File: config.mk
export PLATFORM = sky130hd
export DESIGN_NAME = key_debounce_20ms
export DESIGN_NICKNAME = d
export VERILOG_FILES = /design/src/rtl/car_input_pkg.sv /design/src/rtl/key_channel.sv /design/src/rtl/key_debounce_20ms.sv
export SDC_FILE = /design/constraint.sdc
export NUM_CORES = 1
export LEC_CHECK = 0
export CORE_ASPECT_RATIO = 1.75
export CORE_UTILIZATION = 53
export CTS_CLUSTER_SIZE = 16
export DETAILED_ROUTE_END_ITERATION = 10
export PLACE_DENSITY = 0.85
export SLEW_MARGIN = 15
export SYNTH_ARGS = -nofsm -noshare
export SYNTH_HDL_FRONTEND = slang
export SYNTH_SLANG_ARGS = --single-unit
File: constraint.sdc
create_clock -name clk -period 2.3 [get_ports clk]
set_input_delay 0.46 -clock clk [delete_from_list [all_inputs] [get_ports clk]]
set_output_delay 0.46 -clock clk [all_outputs]
set_load 0.01 [all_outputs]
File: src/rtl/car_input_pkg.sv
// Shared types and constants for the car-control push-button front end.
package car_input_pkg;

  typedef enum logic [1:0] {
    IDLE      = 2'd0,
    HELD      = 2'd1,
    REPEATING = 2'd2
  } key_state_e;

  localparam int unsigned KEY_UP     = 0;
  localparam int unsigned KEY_DOWN   = 1;
  localparam int unsigned KEY_LEFT   = 2;
  localparam int unsigned KEY_RIGHT  = 3;
  localparam int unsigned KEY_CENTER = 4;

  localparam int unsigned DEF_NKEYS        = 5;
  localparam int unsigned DEF_STABLE_TICKS = 3;
  localparam int unsigned DEF_REPEAT_DELAY = 25;
  localparam int unsigned DEF_REPEAT_RATE  = 5;

endpackage

File: src/rtl/key_channel.sv
// One key: 2-flop synchronizer, tick-sampled debounce, and the
// press/release/auto-repeat FSM with registered one-cycle pulses.
module key_channel
  import car_input_pkg::*;
#(
  parameter int unsigned STABLE_TICKS = DEF_STABLE_TICKS,
  parameter int unsigned REPEAT_DELAY = DEF_REPEAT_DELAY,
  parameter int unsigned REPEAT_RATE  = DEF_REPEAT_RATE
) (
  input  logic clk,
  input  logic rst,
  input  logic tick_en,
  input  logic key_raw,
  output logic key_level,
  output logic key_press,
  output logic key_release,
  output logic key_repeat
);

  localparam int unsigned RptMax = (REPEAT_DELAY > REPEAT_RATE) ? REPEAT_DELAY : REPEAT_RATE;
  localparam int unsigned SW     = $clog2(STABLE_TICKS + 1);
  localparam int unsigned RW     = $clog2(RptMax + 1);

  logic          r_sync1, r_keys_s;
  logic [SW-1:0] r_stab_cnt, w_stab_cnt_d, w_stab_inc;
  logic          r_level, w_level_d, w_accept;
  key_state_e    r_state, w_state_d;
  logic [RW-1:0] r_rpt_cnt, w_rpt_cnt_d, w_rpt_dec;
  logic          r_press, r_release, r_repeat;
  logic          w_press_d, w_release_d, w_repeat_d;

  always_ff @(posedge clk) begin
    if (rst) begin
      r_sync1    <= 1'b0;
      r_keys_s   <= 1'b0;
      r_stab_cnt <= '0;
      r_level    <= 1'b0;
      r_state    <= IDLE;
      r_rpt_cnt  <= '0;
      r_press    <= 1'b0;
      r_release  <= 1'b0;
      r_repeat   <= 1'b0;
    end else begin
      r_sync1    <= key_raw;
      r_keys_s   <= r_sync1;
      r_stab_cnt <= w_stab_cnt_d;
      r_level    <= w_level_d;
      r_state    <= w_state_d;
      r_rpt_cnt  <= w_rpt_cnt_d;
      r_press    <= w_press_d;
      r_release  <= w_release_d;
      r_repeat   <= w_repeat_d;
    end
  end

  // A level change is accepted on the STABLE_TICKS-th consecutive differing sample.
  always_comb begin
    w_stab_inc   = r_stab_cnt + 1'b1;
    w_stab_cnt_d = r_stab_cnt;
    w_accept     = 1'b0;
    if (tick_en) begin
      if (r_keys_s == r_level) begin
        w_stab_cnt_d = '0;
      end else if (w_stab_inc == SW'(STABLE_TICKS)) begin
        w_accept     = 1'b1;
        w_stab_cnt_d = '0;
      end else begin
        w_stab_cnt_d = w_stab_inc;
      end
    end
    w_level_d = r_level ^ w_accept;
  end

  always_comb begin
    w_state_d   = r_state;
    w_rpt_cnt_d = r_rpt_cnt;
    w_press_d   = 1'b0;
    w_release_d = 1'b0;
    w_repeat_d  = 1'b0;
    w_rpt_dec   = r_rpt_cnt - 1'b1;
    unique case (r_state)
      IDLE: begin
        if (w_accept && !r_level) begin
          w_state_d   = HELD;
          w_press_d   = 1'b1;
          w_rpt_cnt_d = RW'(REPEAT_DELAY);
        end
      end
      HELD, REPEATING: begin
        // Release is checked first so it wins over a coincident repeat expiry.
        if (w_accept && r_level) begin
          w_state_d   = IDLE;
          w_release_d = 1'b1;
          w_rpt_cnt_d = '0;
        end else if (tick_en) begin
          if (w_rpt_dec == '0) begin
            w_state_d   = REPEATING;
            w_repeat_d  = 1'b1;
            w_rpt_cnt_d = RW'(REPEAT_RATE);
          end else begin
            w_rpt_cnt_d = w_rpt_dec;
          end
        end
      end
      default: w_state_d = IDLE;
    endcase
  end

  assign key_level   = r_level;
  assign key_press   = r_press;
  assign key_release = r_release;
  assign key_repeat  = r_repeat;

endmodule

File: src/rtl/key_debounce_20ms.sv
// Debounce/edge-detect/auto-repeat for NKEYS buttons, sampled on rising
// edges of the 20 ms square wave (used as data, never as a clock).
module key_debounce_20ms
  import car_input_pkg::*;
#(
  parameter int unsigned NKEYS        = DEF_NKEYS,
  parameter int unsigned STABLE_TICKS = DEF_STABLE_TICKS,
  parameter int unsigned REPEAT_DELAY = DEF_REPEAT_DELAY,
  parameter int unsigned REPEAT_RATE  = DEF_REPEAT_RATE
) (
  input  logic             clk,
  input  logic             rst,
  input  logic             tick_clk,
  input  logic [NKEYS-1:0] keys_in,
  output logic [NKEYS-1:0] key_level,
  output logic [NKEYS-1:0] key_press,
  output logic [NKEYS-1:0] key_release,
  output logic [NKEYS-1:0] key_repeat
);

  logic r_tick_d;
  logic w_tick_en;

  // tick_clk comes from clk's own divider, so no synchronizer is needed.
  always_ff @(posedge clk) begin
    if (rst) r_tick_d <= 1'b0;
    else     r_tick_d <= tick_clk;
  end

  assign w_tick_en = tick_clk & ~r_tick_d;

  for (genvar g = 0; g < int'(NKEYS); g++) begin : gen_keys
    key_channel #(
      .STABLE_TICKS(STABLE_TICKS),
      .REPEAT_DELAY(REPEAT_DELAY),
      .REPEAT_RATE (REPEAT_RATE)
    ) u_key_channel (
      .clk        (clk),
      .rst        (rst),
      .tick_en    (w_tick_en),
      .key_raw    (keys_in[g]),
      .key_level  (key_level[g]),
      .key_press  (key_press[g]),
      .key_release(key_release[g]),
      .key_repeat (key_repeat[g])
    );
  end

endmodule

; ---- After elaboration in Yosys (flattened, before gate mapping)
; Index checks and enable logic that the tools add are counted.
[word_totals]
register_bits = 76
in_bits = 8
out_inout_bits = 20
word_cells = 259
[op_classes]
n_addsub = 10
n_eq_ne = 35
n_mux = 90
bitwise = 18
n_reduce_logical = 60
[op_table]
columns = cell, n
row1 = 5-bit two-way mux, 20
row2 = 2-bit two-way mux, 30
row3 = 5-bit one-hot mux with 2 select lines, 5
row4 = 1-bit two-way mux, 30
row5 = 3-bit AND reduction, 10
row6 = 2-bit OR reduction, 15
row7 = 5-bit zero test, 5
row8 = 5-bit by 1-bit subtractor with 5-bit output (second input constant), 5
row9 = 2-bit equality test (second input constant), 10
row10 = 2-bit one-hot mux with 2 select lines, 5
row11 = 4-bit OR reduction, 5
row12 = 3-bit by 1-bit inequality test with 1-bit output (second input constant), 6
row13 = 3-bit by 2-bit inequality test with 1-bit output (second input constant), 4
row14 = 1-bit inverter, 12
row15 = 2-bit by 1-bit adder with 2-bit output (second input constant), 5
row16 = 2-bit by 1-bit equality test with 1-bit output (second input constant), 5
row17 = 1-bit logical AND, 10
row18 = 2-bit zero test, 5
row19 = 2-bit by 1-bit inequality test with 1-bit output (second input constant), 5
row20 = 2-bit nonzero test, 5
row21 = 1-bit equality test, 5
row22 = 1-bit zero test, 5
row23 = 1-bit XOR, 5
row24 = 1-bit AND, 1

; ---- Logic depth before layout (Yosys ltp)
; Gate-level depths: netlist (run 1).
[logic_depth]
ltp_word = 8
depth_mapped = 12
ltp_nobuf = 9

; ---- Modules after synthesis
; A second synthesis (run 1) with hierarchy kept.
[unflattened]
hier_cells = 435
hier_area_um2 = 3871.2
[by_module_without_submodules]
columns = module, instances, cells_each, area_per_inst_um2, seq_area_each_um2
row1 = key_channel at gen_keys[2].u_key_channel ..., 3, 88, 773.2, 300.3
row2 = key_channel at gen_keys[0].u_key_channel ..., 2, 84, 752.0, 300.3
row3 = key_debounce_20ms, 1, 3, 47.5, 20.0

; ---- Worst setup path before layout (run 1)
; OpenSTA, ideal clock, no wires.
[synth_path]
path_type = input-to-reg
from = input port tick_clk
to = register gen_keys[0].u_key_channel.r_rpt_cnt[3]
setup_time_ns = 0.129
arrival_time_ns = 2.262
required_time_ns = 2.171
path_slack_ns = -0.091
cell_stages = 12
path_buffers = 3
path_cell_list = and2b_4 buf_6 buf_4 nand2_1 nor3b_1 ha_1 nor2b_2 a211oi_4 buf_6 o21ai_0 a22oi_1 nor2_1
[synth_via]
elab_chain_len = 5
word_cells_on_any_way = 9
classes_between = 2 x eq/ne / 3 x mux / 1 x bitwise / 3 x reduce/logical
[synth_lines]
columns = item, line_no
row1 = from (decl), key_debounce_20ms.sv:13  ; input logic tick_clk,
row2 = 1-bit AND (*), key_debounce_20ms.sv:30  ; assign w_tick_en = tick_clk & ~r_tick_d;
row3 = 1-bit two-way mux, key_channel.sv:61  ; if (tick_en) begin
row4 = 1-bit logical AND (on tied branches), "key_channel.sv:91, key_channel.sv:83"
row5 = 3-bit by 1-bit inequality test with 1-bit output (no line) (tied with other cells), -
row6 = 3-bit AND reduction (no line) / 5-bit one-hot mux with 2 select lines (equally long branches), -
row7 = to (signal assigned), key_channel.sv:49  ; r_rpt_cnt <= w_rpt_cnt_d;
row8 = to (decl), key_channel.sv:28  ; logic [RW-1:0] r_rpt_cnt, w_rpt_cnt_d, w_rpt_dec;
; Every way passes the cells marked *; elsewhere a longest branch is shown, timed or not.
; A chain may end at the register's enable or synchronous reset.

; ---- Final worst setup path (run 1)
[layout_path]
from = register r_tick_d
to = register gen_keys[0].u_key_channel.r_rpt_cnt[0]
[layout_via]
elab_chain_len = 6
word_cells_on_any_way = 10
classes_between = 2 x eq/ne / 3 x mux / 2 x bitwise / 3 x reduce/logical
[layout_lines]
columns = item, line_no
row1 = from (decl), key_debounce_20ms.sv:21  ; logic r_tick_d;
row2 = from (signal assigned), key_debounce_20ms.sv:27  ; else r_tick_d <= tick_clk;
row3 = 1-bit inverter (*), key_debounce_20ms.sv:30
row4 = 1-bit AND (*), key_debounce_20ms.sv:30
row5 = 1-bit two-way mux, key_channel.sv:61
row6 = 1-bit logical AND (on tied branches), "key_channel.sv:91, key_channel.sv:83"
row7 = 3-bit by 1-bit inequality test with 1-bit output (no line) (tied with other cells), -
row8 = 3-bit AND reduction (no line) / 5-bit one-hot mux with 2 select lines (equally long branches), -
; Marked as above.

==> results of run 1 <==
-- cell usage in the layout (no fill, tap or decap), drive strengths merged, types with 3 or more instances in the layout --
| cell type | synthesis | final |
|---|---|---|
| ha | 30 | 30 |
| nor3 | 9 | 9 |
| a21oi | 34 | 34 |
| a22oi | 6 | 6 |
| o21ai | 22 | 22 |
| nand3 | 8 | 8 |
| clkbuf | 10 | 14 |
| nor2 | 54 | 54 |
| and3 | 11 | 11 |
| nor2b | 22 | 22 |
| o221a | 5 | 5 |
| mux2i | 6 | 6 |
| xnor2 | 4 | 4 |
| o211ai | 4 | 4 |
| clkdlybuf4s50 | 0 | 25 |
| a21o | 4 | 4 |
| dfxtp | 76 | 76 |
| a31oi | 4 | 4 |
| xor2 | 5 | 5 |
| nor4 | 4 | 4 |
| o21a | 3 | 3 |
| inv | 34 | 34 |
| nand2b | 14 | 14 |
| nand2 | 20 | 20 |
| buf | 26 | 47 |
| nor3b | 7 | 7 |
| a211oi | 4 | 4 |
| o21bai | 3 | 3 |
| or3 | 5 | 5 |
-- critical path, delay by kind of cell (launching register included) --
kind | cells | cell delay (ns)
compound gates | 4 | 0.68
buf+inv | 1 | 0.15
simple gates | 4 | 0.71
fa+ha+maj | 1 | 0.23
flops | 1 | 0.31
-- flip-flops by register name, indices dropped and copies added (netlist names) --
| register | count |
|---|---|
| gen_keys.u_key_channel.r_keys_s | 5 |
| r_tick_d | 1 |
| gen_keys.u_key_channel.r_rpt_cnt | 25 |
| gen_keys.u_key_channel.key_release | 5 |
| gen_keys.u_key_channel.key_repeat | 5 |
| gen_keys.u_key_channel.key_level | 5 |
| gen_keys.u_key_channel.r_stab_cnt | 10 |
| gen_keys.u_key_channel.r_sync1 | 5 |
| gen_keys.u_key_channel.key_press | 5 |
| gen_keys.u_key_channel.r_state | 10 |
-- final timing paths --
kind,to,depth (start not counted)
worst max-delay path,gen_keys[0].u_key_channel.r_rpt_cnt[0],10
worst min-delay path,gen_keys[2].u_key_channel.key_level,2
worst max register to register,gen_keys[0].u_key_channel.r_rpt_cnt[0],10
worst min register to register,gen_keys[4].u_key_channel.r_keys_s,1
-- through the flow --
stage | instances | setup slack (ns)
6_report | 598 | 0.1204
5_1_grt | 598 | 0.01679
4_1_cts | 598 | 0.1448
3_5_place_dp | 579 | -0.4991
3_3_place_gp | 579 | -0.3469
2_1_floorplan | 459 | 0.009120
-- power by group --
group          switching (W)  internal [W]
registers         0.00000725       0.00133
clock network       0.000511      0.000757
logic              0.0000616     0.0000397
-- what timing repair did --
item	in CTS	in global routing
pin swaps	4	3
hold endpoints to repair	0	0
setup buffers	3	0
endpoints found under the setup margin	17	6
gates resized for setup	6	7
-- layer usage --
metal / part of all wire [%] / routed length (µm) / vias up / track usage, %
li1: - / - / 1662 / -
met2: 56 / 4933 / 66 / 46.53
met5: 0 / 0 / - / 0
met4: 2.9 / 252 / 0 / 13.90
met3: 3.3 / 291 / 21 / 6.298
met1: 38 / 3294 / 1618 / 24.58
-- area by class of cell --
class	instances	area, µm²	share of cell area [%]
Sequential cell	76	1524	31.69
Tap cell	86	107.6	2.237
Clock inverter	2	10.01	0.2081
Multi-Input combinational cell	313	2170	45.11
Timing Repair Buffer	73	616.8	12.83
Inverter	34	127.6	2.653
Clock buffer	14	254.0	5.281
-- cell families after synthesis --
| logic type | synth area share [%] |
|---|---|
| flip-flops | 37.93 |
| AO/OA/AOI/OAI | 19.03 |
| adder cells (fa/ha/maj) | 9.357 |
| AND/OR/NAND/NOR | 21.09 |
| buffers and inverters | 9.139 |
| XOR/XNOR | 1.965 |
| multiplexers | 1.497 |
==> metrics.md, run 1 <==
| Metric | Value |
|---|---|
| Final Cycle Share | 94.76% |
| Ys flop type | dfxtp_1 |
| Power Density | 562.6 nW/µm² |
| Final instance area | 4810 µm² |
| Port bufs | 27 |
| Antenna violations before repair | 0 |
| Post-synth EDFFs | 0 |
| R2R Setup Slk | 0.12 ns |
| Mapped Area | 4011 µm² |
| CTS Hold Bufs | 0 |
| Mapped Avg Cell Area | 8.739 µm² |
| Ratio of cells with drive above 1 in the final layout | 17.58% |
| Number of fill cells | 553 |
| Gpl congestion | 0.8790 |
| DIE AREA | 7934 µm² |
| Final WL | 8771 µm |
| Critical path, cell by cell | and2b_4, nand2_2, nor3b_2, ha_2, nor2b_2, a211oi_4, buf_6, o21ai_1, a31o_2, a41oi_1 |
| Drt first-iter violations | 176 |
| Vias in the first global route | 3446 |
| Hold Fails Final Rpt | 0 |
| Crit path DAT | 2.44 ns |
| Wire length of the first global-routing pass | 14910 µm |
| Routed Antenna Nets | 0 |
| Max Clk Rate | 458.8 MHz |
| Detailed Place HPWL | 6139 µm |
| Cell count after synthesis | 459 |
| DR vias/cell | 5.630 |
| Most common cell in the netlist | dfxtp_1 |
| Commonest cells post-synth | dfxtp_1 (76), nor2_1 (54), inv_1 (34) |
| Die W | 67.77 µm |
| Slowest cell on crit path | and2b_4 |
| Synth top area share | 37.93% |
| Slew margin rel. | 61.96% |
| Sequential share of the synthesized area | 37.93% |
| HP Class | in2reg |
| Status | complete, no violations |
| # DRC | 0 |
| Router iterations before antenna repair | 4 |
| GRT Util Overall | 25.24% |
| Max stage delay on crit path | 0.33 ns |
| Slew @ Worst Pin | 0.5705 ns |
| Max VDD drop | 0.6009 mV |
| LEAKAGE | 1.926 nW |
| Yosys cell types | 63 |
| Die Y | 117.1 µm |
| Average routed wire per standard cell | 14.67 µm |
| Placement Cell Area | 4481 µm² |
| Yosys warns | 0 |
| Hold path startpoint | rst |
| TritonCTS buffer count | 9 |
| Starting Density | 55.07% |
| Max Cap Viol | 0 |
| RSZ-0062 raised after global routing | no |
| Crit start category | flop |
| Fin util | 66.03% |
| Crit path max fanout | 8 |
| # diodes | 0 |
| Clk sinks | 76 |
| R2R Path Start | r_tick_d |
| Fin nets | 545 |
| Hold slack | 0.3367 ns |
| Core Box Area | 7284 µm² |
| Synth Register Bits | 76 |
| Post-synth top area cell | dfxtp_1 |
| Setup crit start | r_tick_d |
| Row Count | 41 |
| Clock Skew | 0.007492 ns |
| Fin. max-slew vios | 0 |
| Tmin final | 2.180 ns |
| Synth area leaders | dfxtp_1 (38%), ha_1 (9.4%), nor2_1 (5.1%), a21oi_1 (4.1%), buf_4 (3.9%) |
| Finish-stage setup viols | 0 |
| Sum of negative setup slack | 0 ns |
| Total congestion overflow | 0 |
| Clock Path Buffers | 2 |
| Synth Net Count | 497 |
| Clock H-tree levels | 3 |
| Final Power | 0.002706 W |
| Pin count of the biggest net entering global routing | 53 |
| Via count | 3367 |
| CTS tree | done |
| Worst EP required | 2.56 ns |
| Post-synthesis async set-or-reset flop share | 0% |
| Area Overhead vs Synth | 19.90% |
| I/O pin count | 28 |
| Clock latency at the later pin of the worst-skew pair | 0.34 ns |
| Clock transition at path regs | 0.05 ns |
| Crit end category | flop |
| CP Class | reg2reg |
| Clock Tree Root | clkbuf_16 |
Note: power is estimated with default switching activity, not from simulation.
==> run 2: changes to the inputs <==
--- a/config.mk
+++ b/config.mk
@@ -5,6 +5,7 @@
 export SDC_FILE = /design/constraint.sdc
 export NUM_CORES = 1
 export LEC_CHECK = 0
+export ABC_CLOCK_PERIOD_IN_PS = 2300
 export CORE_ASPECT_RATIO = 1.75
 export CORE_UTILIZATION = 53
 export CTS_CLUSTER_SIZE = 16
==> constraint.sdc (replaced) <==
create_clock -name clk -period 2.3 [get_ports clk]
set_input_delay 0.46 -clock clk [delete_from_list [all_inputs] [get_ports clk]]
set_output_delay 0.46 -clock clk [all_outputs]
set_load 0.02 [all_outputs]
==> results of run 2 <==
Same layout as run 1 (identical final DEF). Status: complete, no violations.
==> run 3: changes to the inputs <==
--- a/config.mk
+++ b/config.mk
@@ -6,7 +6,7 @@
 export NUM_CORES = 1
 export LEC_CHECK = 0
 export ABC_CLOCK_PERIOD_IN_PS = 2300
-export CORE_ASPECT_RATIO = 1.75
+export CORE_ASPECT_RATIO = 1.25
 export CORE_UTILIZATION = 53
 export CTS_CLUSTER_SIZE = 16
 export DETAILED_ROUTE_END_ITERATION = 10
==> run 3 against run 2 <==
  * Wire length down 1.1%
  * Fmax down 3.8%
  * Flip-flop and latch count unchanged
  * Sequential power about the same
  * Clock power down 9%
  * Final area up 0.26%
  * Power down 4.2%
  * Global-route usage down 2.3 points
  * Worst hold slack better by 0.10 ns
  * Clock skew up 0.0054 ns
  * Final cell count up 1.5%
  * Register-to-register slack worse by 0.09 ns
  * Critical endpoint is now gen_keys[2].u_key_channel.r_state[0]
==> metrics.md, run 3 (same netlist as run 1, synthesis figures left out) <==
| Metric | Value |
|---|---|
| Slew margin rel. | 68.52% (was 61.96%) |
| Port bufs | 27 (unchanged) |
| Layout Cells excl Fill | 607 (was 598) |
| Crit path DAT | 2.51 ns (was 2.44 ns) |
| Slowest cell on crit path | dfxtp_1 (was and2b_4) |
| Switching Share | 23.20% (was 21.41%) |
| Die Y | 99.27 µm (was 117.1 µm) |
| Fin nets | 548 (was 545) |
| Clock latency at the later pin of the worst-skew pair | 0.37 ns (was 0.34 ns) |
| Max Clk Rate | 441.3 MHz (was 458.8 MHz) |
| Pin count of the biggest net entering global routing | 56 (was 53) |
| Cell depth of the worst flop-to-flop path | 11 (was 10) |
| Most frequent cells in the layout | dfxtp_1 (75), nor2_1 (54), buf_4 (47) (was dfxtp_1 (74), nor2_1 (54), buf_4 (44)) |
| CTS tree | done (unchanged) |
| Via count | 3380 (was 3367) |
| Tmin final | 2.266 ns (was 2.180 ns) |
| Reg with most FFs | gen_keys.u_key_channel.r_rpt_cnt (unchanged) |
| Worst EP required | 2.54 ns (was 2.56 ns) |
| Clk sinks | 76 (unchanged) |
| Crit start category | flop (unchanged) |
| Gpl congestion | 0.8294 (was 0.8790) |
| Clock H-tree levels | 3 (unchanged) |
| Total congestion overflow | 0 (unchanged) |
| Crit-path most repeated cell | nor2_1 |
| Drt first-iter violations | 193 (was 176) |
| Top delay family on crit path | simple AND/OR/NAND/NOR gates (unchanged) |
| Logic gate share of total power | 4.3% (was 3.7%) |
| HP Class | reg2reg (was in2reg) |
| Finish-stage setup viols | 0 (unchanged) |
| Ratio of cells with drive above 1 in the final layout | 19.22% (was 17.58%) |
| Reg power frac | 51.4% (was 49.4%) |
| Final Cycle Share | 98.53% (was 94.76%) |
| DR vias/cell | 5.568 (was 5.630) |
| Sum of negative setup slack | 0 ns (unchanged) |
| Crit path max fanout | 6 (was 8) |
| Psw | 0.0006013 W (was 0.0005795 W) |
| Status | complete, no violations (unchanged) |
| Internal | 0.001991 W (was 0.002126 W) |
| Detailed Place HPWL | 5761 µm (was 6139 µm) |
| Max VDD drop | 0.3934 mV (was 0.6009 mV) |
| Worst R2R End | gen_keys[2].u_key_channel.r_state[0] (was gen_keys[0].u_key_channel.r_rpt_cnt[0]) |
| Starting Density | 54.52% (was 55.07%) |
| Clock power frac | 44.3% (was 46.8%) |
| LEAKAGE | 1.932 nW (was 1.926 nW) |
| Area Overhead vs Synth | 20.21% (was 19.90%) |
| Max stage delay on crit path | 0.33 ns (about the same) |
| Critical path, cell by cell | and2b_4, buf_6, nand2_1, nor3b_2, ha_2, buf_4, nor2b_1, nor2_1, a32oi_2, mux2i_1, nor2_1 (was and2b_4, nand2_2, nor3b_2, ha_2, nor2b_2, a211oi_4, buf_6, o21ai_1, a31o_2, a41oi_1) |
| Hold Fails Final Rpt | 0 (unchanged) |
| Final WL | 8674 µm (was 8771 µm) |
| Router iterations before antenna repair | 4 (unchanged) |
| Wire length of the first global-routing pass | 14350 µm (was 14910 µm) |
| Placed Instances | 587 (was 579) |
| Crit end category | flop (unchanged) |
| Largest registers | gen_keys.u_key_channel.r_rpt_cnt (25), gen_keys.u_key_channel.r_stab_cnt (10), gen_keys.u_key_channel.r_state (10) (unchanged) |
| Antenna violations before repair | 0 (unchanged) |
| Vias in the first global route | 3356 (was 3446) |
| GRT Util Overall | 22.92% (was 25.24%) |
| I/O pin count | 28 (unchanged) |
| Power Density | 537.6 nW/µm² (was 562.6 nW/µm²) |
| Max Cap Viol | 0 (unchanged) |
| Clock Path Buffers | 2 (unchanged) |
| Routed Antenna Nets | 0 (unchanged) |
| R2R Setup Slk | 0.03 ns (was 0.12 ns) |
| TritonCTS buffer count | 9 (unchanged) |
| DIE AREA | 7923 µm² (was 7934 µm²) |
| Clock Skew | 0.01288 ns (was 0.007492 ns) |
| Setup crit start | r_tick_d (unchanged) |
| Die W | 79.82 µm (was 67.77 µm) |
| Average routed wire per standard cell | 14.29 µm (was 14.67 µm) |
| WP depth | 11 (was 10) |
| Slew @ Worst Pin | 0.4680 ns (was 0.5705 ns) |
| Clock Tree Root | clkbuf_8 (was clkbuf_16) |
| Row Count | 35 (was 41) |
| Critical Path Sink | gen_keys[2].u_key_channel.r_state[0] (was gen_keys[0].u_key_channel.r_rpt_cnt[0]) |
| # DRC | 0 (unchanged) |
| Core Box Area | 7357 µm² (was 7284 µm²) |
| CP Class | reg2reg (unchanged) |
| Worst Path Buf+Inv | 2 (was 1) |
| Clock transition at path regs | 0.09 ns (was 0.05 ns) |
| Most common cell after layout, fill and taps aside | dfxtp_1 (unchanged) |
| Fin. max-slew vios | 0 (unchanged) |
| # diodes | 0 (unchanged) |
| Max reg flops | 25 (unchanged) |
| R2R Path Start | r_tick_d (unchanged) |
## run 3: cell count changes in the layout (fill, tap and decap cells not counted), sizes merged
cell	previous run	this run
buf	47	50
bufinv	0	2
clkbuf	14	9
clkinv	2	3
clkinvlp	0	1
dlygate4sd2	1	0
dlymetal6s2s	0	1
inv	34	35
## run 3: stage by stage
stage          area [µm²]  util (%)  hold slack [ns]  setup WS (ns)  power, W
2_1_floorplan        4025         -           0.4138       0.009120  0.001427
3_3_place_gp         4516     61.38           0.4188        -0.3078  0.001465
3_5_place_dp         4516     61.38           0.4231        -0.4614  0.001467
4_1_cts              4775     64.90           0.4394       -0.03755  0.002602
5_1_grt              4822     65.54           0.4505       -0.05882  0.002667
6_report             4822     65.54           0.4377        0.03375  0.002592
## run 3: worst min path at each step
stage	from	end	slack (ns)	cells past startpoint
floorplan	gen_keys[0].u_key_channel.r_sync1	gen_keys[0].u_key_channel.r_keys_s	0.41	1
global placement	gen_keys[3].u_key_channel.r_sync1	gen_keys[3].u_key_channel.r_keys_s	0.42	1
detailed placement	gen_keys[3].u_key_channel.r_sync1	gen_keys[3].u_key_channel.r_keys_s	0.42	1
CTS	gen_keys[2].u_key_channel.r_sync1	gen_keys[2].u_key_channel.r_keys_s	0.44	1
global route	gen_keys[2].u_key_channel.r_sync1	gen_keys[2].u_key_channel.r_keys_s	0.45	1
finish	gen_keys[2].u_key_channel.r_sync1	gen_keys[2].u_key_channel.r_keys_s	0.44	1
## run 3: cell type report
type / instances / area, µm²
clock buffer: 9 / 123.9
clock inverter: 7 / 98.84
fill: 567 / 2535
inverter: 34 / 127.6
multi-input combinational: 313 / 2182
sequential: 76 / 1523
tap: 92 / 115.1
timing repair buffer: 76 / 651.9
## run 3: timing repair
| action | 4_1_cts | 5_1_grt |
|---|---|---|
| pin swaps | 4 | 8 |
| resized for setup | 5 | 9 |
| endpoints found under the setup margin | 9 | 28 |
| hold buffers | 0 | 0 |
| buffers inserted | 2 | 2 |
## run 3: power by group through the flow
stage,Combinational (W),Sequential (W),Clock [W]
6_report,0.000111,0.00133,0.00115
5_1_grt,0.000119,0.00133,0.00121
4_1_cts,0.000108,0.00133,0.00116
3_3_place_gp,0.000101,0.00136,0
2_1_floorplan,0.0000639,0.00136,0
3_5_place_dp,0.000103,0.00136,0
## run 3: routing by layer
metal | GRT usage, % | routed length, µm
met5 | 0 | 0
met4 | 11.95 | 274
met3 | 4.495 | 307
met2 | 41.68 | 4509
met1 | 24.64 | 3583
## run 3: worst reg2reg max path, stage by stage (launching register included)
cell and delay [ns]:
dfxtp_1 0.33, and2b_4 0.22, buf_6 0.12, nand2_1 0.10, nor3b_2 0.07, ha_2 0.20
buf_4 0.14, nor2b_1 0.19, nor2_1 0.08, a32oi_2 0.31, mux2i_1 0.29, nor2_1 0.09
